`src/rtl/adder_arbiter.sv`:
```
// adder_arbiter: two-requester, round-robin arbitrated 32-bit add/subtract unit.
//
// Each requester offers an operation (a, b, cin, sub) with a valid/ready handshake.
// The winner's operands go through a single ripple-carry adder. The result comes back
// on a shared response bus, with a per-requester valid/ready handshake.
//
// Ports:
//   clk, rst                     clock and asynchronous active-high reset
//   reqN_valid / reqN_ready      request handshake, requester N (N = 0, 1)
//   reqN_a, reqN_b               32-bit operands
//   reqN_cin, reqN_sub           carry-in (add only) and subtract select
//   rspN_valid / rspN_ready      response handshake, requester N
//   rsp_sum, rsp_cout, rsp_ovf   shared result: sum, carry-out, signed overflow
//   busy                         high whenever an operation is in flight

// 32-bit ripple-carry adder.
module rca (
  input  logic [31:0] a_i,
  input  logic [31:0] b_i,
  input  logic        cin_i,
  output logic [31:0] sum_o,
  output logic        cout_o
);

  logic [32:0] carry;

  always_comb begin
    carry    = '0;
    sum_o    = '0;
    carry[0] = cin_i;
    for (int i = 0; i < 32; i++) begin
      sum_o[i]     = a_i[i] ^ b_i[i] ^ carry[i];
      carry[i+1]   = (a_i[i] & b_i[i]) | (carry[i] & (a_i[i] ^ b_i[i]));
    end
  end

  assign cout_o = carry[32];

endmodule

module adder_arbiter (
  input  logic        clk,
  input  logic        rst,
  input  logic        req0_valid,
  output logic        req0_ready,
  input  logic [31:0] req0_a,
  input  logic [31:0] req0_b,
  input  logic        req0_cin,
  input  logic        req0_sub,
  input  logic        req1_valid,
  output logic        req1_ready,
  input  logic [31:0] req1_a,
  input  logic [31:0] req1_b,
  input  logic        req1_cin,
  input  logic        req1_sub,
  output logic        rsp0_valid,
  input  logic        rsp0_ready,
  output logic        rsp1_valid,
  input  logic        rsp1_ready,
  output logic [31:0] rsp_sum,
  output logic        rsp_cout,
  output logic        rsp_ovf,
  output logic        busy
);

  typedef enum logic [1:0] {StIdle, StCalc, StResp} state_e;

  state_e      state_q, state_d;
  logic        last_q, last_d;    // requester served most recently
  logic        owner_q, owner_d;  // requester owning the in-flight operation
  logic [31:0] a_q, a_d;
  logic [31:0] b_q, b_d;          // effective B (already inverted for subtract)
  logic        cin_q, cin_d;      // effective carry-in
  logic [31:0] sum_q, sum_d;
  logic        cout_q, cout_d;
  logic        ovf_q, ovf_d;

  logic        grant;
  logic        xfer;
  logic        sel_sub;
  logic [31:0] sel_b;
  logic        sel_cin;
  logic [31:0] add_sum;
  logic        add_cout;

  rca u_rca (
    .a_i    (a_q),
    .b_i    (b_q),
    .cin_i  (cin_q),
    .sum_o  (add_sum),
    .cout_o (add_cout)
  );

  // On a tie, favour the requester that was not served last.
  always_comb begin
    grant = 1'b0;
    if (req0_valid && req1_valid) begin
      grant = ~last_q;
    end else begin
      grant = req1_valid;
    end
  end

  // Ready is gated by rst so that nothing is accepted while reset is held.
  assign req0_ready = (state_q == StIdle) && !rst && req0_valid && !grant;
  assign req1_ready = (state_q == StIdle) && !rst && req1_valid && grant;
  assign xfer       = req0_ready || req1_ready;

  assign sel_sub = grant ? req1_sub : req0_sub;
  assign sel_b   = grant ? req1_b   : req0_b;
  assign sel_cin = grant ? req1_cin : req0_cin;

  always_comb begin
    state_d = state_q;
    last_d  = last_q;
    owner_d = owner_q;
    a_d     = a_q;
    b_d     = b_q;
    cin_d   = cin_q;
    sum_d   = sum_q;
    cout_d  = cout_q;
    ovf_d   = ovf_q;
    case (state_q)
      StIdle: begin
        if (xfer) begin
          owner_d = grant;
          a_d     = grant ? req1_a : req0_a;
          b_d     = sel_sub ? ~sel_b : sel_b;
          cin_d   = sel_sub ? 1'b1 : sel_cin;
          state_d = StCalc;
        end
      end
      StCalc: begin
        sum_d   = add_sum;
        cout_d  = add_cout;
        ovf_d   = (a_q[31] == b_q[31]) && (add_sum[31] != a_q[31]);
        state_d = StResp;
      end
      StResp: begin
        // Only the owner's ready retires the response.
        if (owner_q ? rsp1_ready : rsp0_ready) begin
          last_d  = owner_q;
          state_d = StIdle;
        end
      end
      default: state_d = StIdle;
    endcase
  end

  always_ff @(posedge clk or posedge rst) begin
    if (rst) begin
      state_q <= StIdle;
      last_q  <= 1'b1;
      owner_q <= 1'b0;
      a_q     <= '0;
      b_q     <= '0;
      cin_q   <= 1'b0;
      sum_q   <= '0;
      cout_q  <= 1'b0;
      ovf_q   <= 1'b0;
    end else begin
      state_q <= state_d;
      last_q  <= last_d;
      owner_q <= owner_d;
      a_q     <= a_d;
      b_q     <= b_d;
      cin_q   <= cin_d;
      sum_q   <= sum_d;
      cout_q  <= cout_d;
      ovf_q   <= ovf_d;
    end
  end

  assign rsp0_valid = (state_q == StResp) && !owner_q;
  assign rsp1_valid = (state_q == StResp) && owner_q;
  assign rsp_sum    = sum_q;
  assign rsp_cout   = cout_q;
  assign rsp_ovf    = ovf_q;
  assign busy       = (state_q != StIdle);

endmodule

```
`config.mk`:
```
export PLATFORM = sky130hd
export DESIGN_NAME = adder_arbiter
export DESIGN_NICKNAME = d
export VERILOG_FILES = /design/src/rtl/adder_arbiter.sv
export SDC_FILE = /design/constraint.sdc
export NUM_CORES = 1
export LEC_CHECK = 0
export ABC_AREA = 1
export BUFFER_PORTS_ARGS = -buffer_cell sky130_fd_sc_hd__buf_2
export CAP_MARGIN = 20
export CORE_ASPECT_RATIO = 1.5
export CORE_MARGIN = 5
export CORE_UTILIZATION = 47
export CTS_CLUSTER_DIAMETER = 40
export DETAILED_ROUTE_END_ITERATION = 8
export PLACE_DENSITY = 0.73
export SYNTH_ARGS = -nofsm -noshare
export SYNTH_HDL_FRONTEND = slang
export SYNTH_SLANG_ARGS = --single-unit
```
`constraint.sdc`:
```
create_clock -name clk -period 14.69 [get_ports clk]
set_clock_uncertainty 0.15 [all_clocks]
set_input_delay 1.469 -clock clk [delete_from_list [all_inputs] [get_ports clk]]
set_output_delay 1.469 -clock clk [all_outputs]
set_load 0.01 [all_outputs]
```
==> impl_results.md <==
- Postcts setup bufs: 0
- Routed via count: 6000
- Detailed placer's ending HPWL: 12100 um
- Antenna violations before repair: 1
- RSZ-0062 raised after global routing: false
- Final hold vios: 0
- Wire length per cell: around 14 um
- Tot GR Track Use: about a fifth
- Seq/Total Area, Yosys: between 30% and 40%
- Status: completed
- FP Rows: 52
- Worst Path Class, Setup: flip-flop to flip-flop
- CP Data Arrival Time: 13.80 ns
- Final setup fails: 0
- Leak: 4.69 nW
- Top FF cell, synth: dfrtp_1
- # IOs: between 150 and 200
- Worst reg2reg path endpoint: rsp_ovf
- R2r startpoint: a_q[0]
- Initial drt markers: ~300
- Distinct cells, synth: 21
- Area grow syn2layout: 18.1%
- Die area: roughly 0.016 sq mm
- Nets: 1257
- Pre-antenna DRT Iters: 6
- FF+latch count, synth: 103
- Top cells by count, synth: nand2_1 (553), dfrtp_1 (102), nand3_1 (100)
- Critical Path Max Stage Delay: between 0.4 and 0.5 ns
- Fraction of registers with async set/reset: 100%
- CTS tree: done
- Die height: 154 um
- DR DRC count: 0
- Pwr/cell area: ~180 mW/mm^2
- Worst slew margin: ~37%
- Share of cells above drive strength 1: 19.2%
- Grt total ovfl: 0
- Vias per std cell: 4.79
- CTS buffer count: 9
- EDFF count, synth: 0
- Die W: around 110 um
- Hold Slack: 0.315 ns
- Mapped Area: approximately 0.0065 sq mm
- Hold_sp: rsp_sum[7]
- Final setup TNS: 0 ns
- Slew @ Worst Pin: 0.945 ns
- Hold path depth: 2
- Core area: approximately 0.014 sq mm
- Yosys warns: 0
- Clock Latency Late Sink: around 0.34 ns
- Starting density of the core: about 48%
- Worst vdd ir: 0.0950 mV
- H-tree depth: 3
- DRT antenna net count: 0
- Worst Reg-to-Reg Cells: 37
- Setup crit start kind: flip-flop
- Post-Synthesis Cells: between 900 and 1000
- Final-report max-slew violation count: 0
- IO Port Bufs: 176
- Top cell type's share of synthesized area: approximately two fifths
- Vias in the first global route: slightly below 6000
- Syn Area/Cell: 6.90 sq um
- CP Max Fanout: 2
- Hold crit path type: flip-flop to flip-flop
- Post-Route WL: 17000 um
- Critical Path Sink Type: flip-flop
- Top cell type by total area after synthesis: dfrtp_1
- Main area contributors after synthesis: dfrtp_1 (39%), nand2_1 (32%), fa_1 (9.8%), nand3_1 (7.7%), inv_1 (4.6%)
- Final min period: ~14 ns
- Crit share post-route: 93.2%
- Net Count, Synth: around 1100
- Count leader, synth: nand2_1
- First-pass GRT wire length: ~28000 um
- Clock root cell: clkbuf_16
- Placer Congestion: around 0.8
- Clk buf depth: 2
- Worst R2R Setup Slack: just under 1 ns
- Slowest CP cell: fa_1
- Hold Buf Count CTS: 0
- Clock transition at path regs: 0.07 ns
- Achievable Freq: between 70 and 80 MHz
- Diode count: 0
- Max-cap violations: 0
- CTS sink count: approximately 100
- CTS resizes: 0
- CP most frequent cell: fa_1
- CP required: between 10 and 15 ns
- Largest net degree at the start of global routing: between 90 and 100
- Hold Path Sink: rsp_sum[7]
worst max-delay path by stage:
stage           start      end  cells past startpoint  slack (ns)
5_1_grt        a_q[0]  rsp_ovf                     37        0.55
3_5_place_dp   a_q[0]  rsp_ovf                     37        0.97
4_1_cts        a_q[0]  rsp_ovf                     37        0.95
3_3_place_gp   a_q[0]  rsp_ovf                     37        1.19
2_1_floorplan  a_q[0]  rsp_ovf                     37        1.63
6_report       a_q[0]  rsp_ovf                     37        0.99
worst max-delay path, delay by kind of cell, from the launching register on:
| kind | cells | cell delay [ns] |
|---|---|---|
| xor+xnor | 1 | 0.15 |
| buf+inv | 3 | 0.21 |
| flops | 1 | 0.40 |
| compound gates | 1 | 0.18 |
| fa+ha+maj | 32 | 12.51 |
metrics by stage:
stage | std cells | power, mW | cell area, sq um | util (%) | setup WS, ns
after floorplan | 943 | 0.969 | 6510 | - | 1.63
after global placement | 1236 | 1.15 | 7390 | 54.6 | 1.19
after detailed placement | 1236 | 1.18 | 7390 | 54.6 | 0.969
after CTS | 1252 | 1.40 | 7660 | 56.6 | 0.946
final | 1253 | 1.39 | 7680 | 56.8 | 0.992
after global routing | 1253 | 1.53 | 7680 | 56.8 | 0.552
per-layer routing:
| layer | wire length (um) | global-route usage [%] | share of wire (%) | vias up |
|---|---|---|---|---|
| met2 | 8970 | 38.0 | 53 | 159 |
| li1 | - | - | - | 3110 |
| met4 | 489 | 8.09 | 2.9 | 2 |
| met3 | 915 | 3.36 | 5.4 | 25 |
| met5 | 7 | 0 | 0.041 | - |
| met1 | 6600 | 25.6 | 39 | 2704 |
power by group:
group	internal (mW)	switching (mW)	total, mW
sequential	0.427	0.112	0.539
clock	0.115	0.105	0.220
combinational	0.255	0.371	0.626
total	0.797	0.588	1.39
state kept, by name (all words and copies together), names as in the netlist:
register,count
a_q,32
b_q,32
cin_q,1
last_q,1
owner_q,1
rsp_cout,1
rsp_ovf,1
rsp_sum,32
state_q,2
cells by family (layout without fill, tap and decap cells):
| kind of cell | count (synthesis) | after routing | synth area share (%) |
|---|---|---|---|
| fa+ha+maj | 33 | 33 | 10.0 |
| simple gates | 660 | 660 | 40.2 |
| buf+inv | 135 | 283 | 8.92 |
| flops | 103 | 103 | 39.6 |
| xor+xnor | 1 | 1 | 0.135 |
| compound gates | 11 | 11 | 1.06 |
final cells by class:
cell class | count | area [sq um]
fillers | 1361 | 5850
multi-input cells | 705 | 3360
flip-flops and latches | 103 | 2580
repair buffers | 186 | 968
inverters | 81 | 307
clock buffers | 11 | 233
well taps | 162 | 203
clock inverters | 5 | 35.0
placed cells by master (no fill, tap or decap), drive strengths merged:
master	n
ha	1
nand3	101
nand2	554
o31ai	1
xor2	1
clkinv	3
buf	186
fa	32
nor2	3
o21ai	9
clkinvlp	1
clkbuf	11
a21oi	1
inv	82
dfstp	1
nand3b	1
nor3	1
dfrtp	102
No activity file was read; power rests on OpenSTA's default activity.
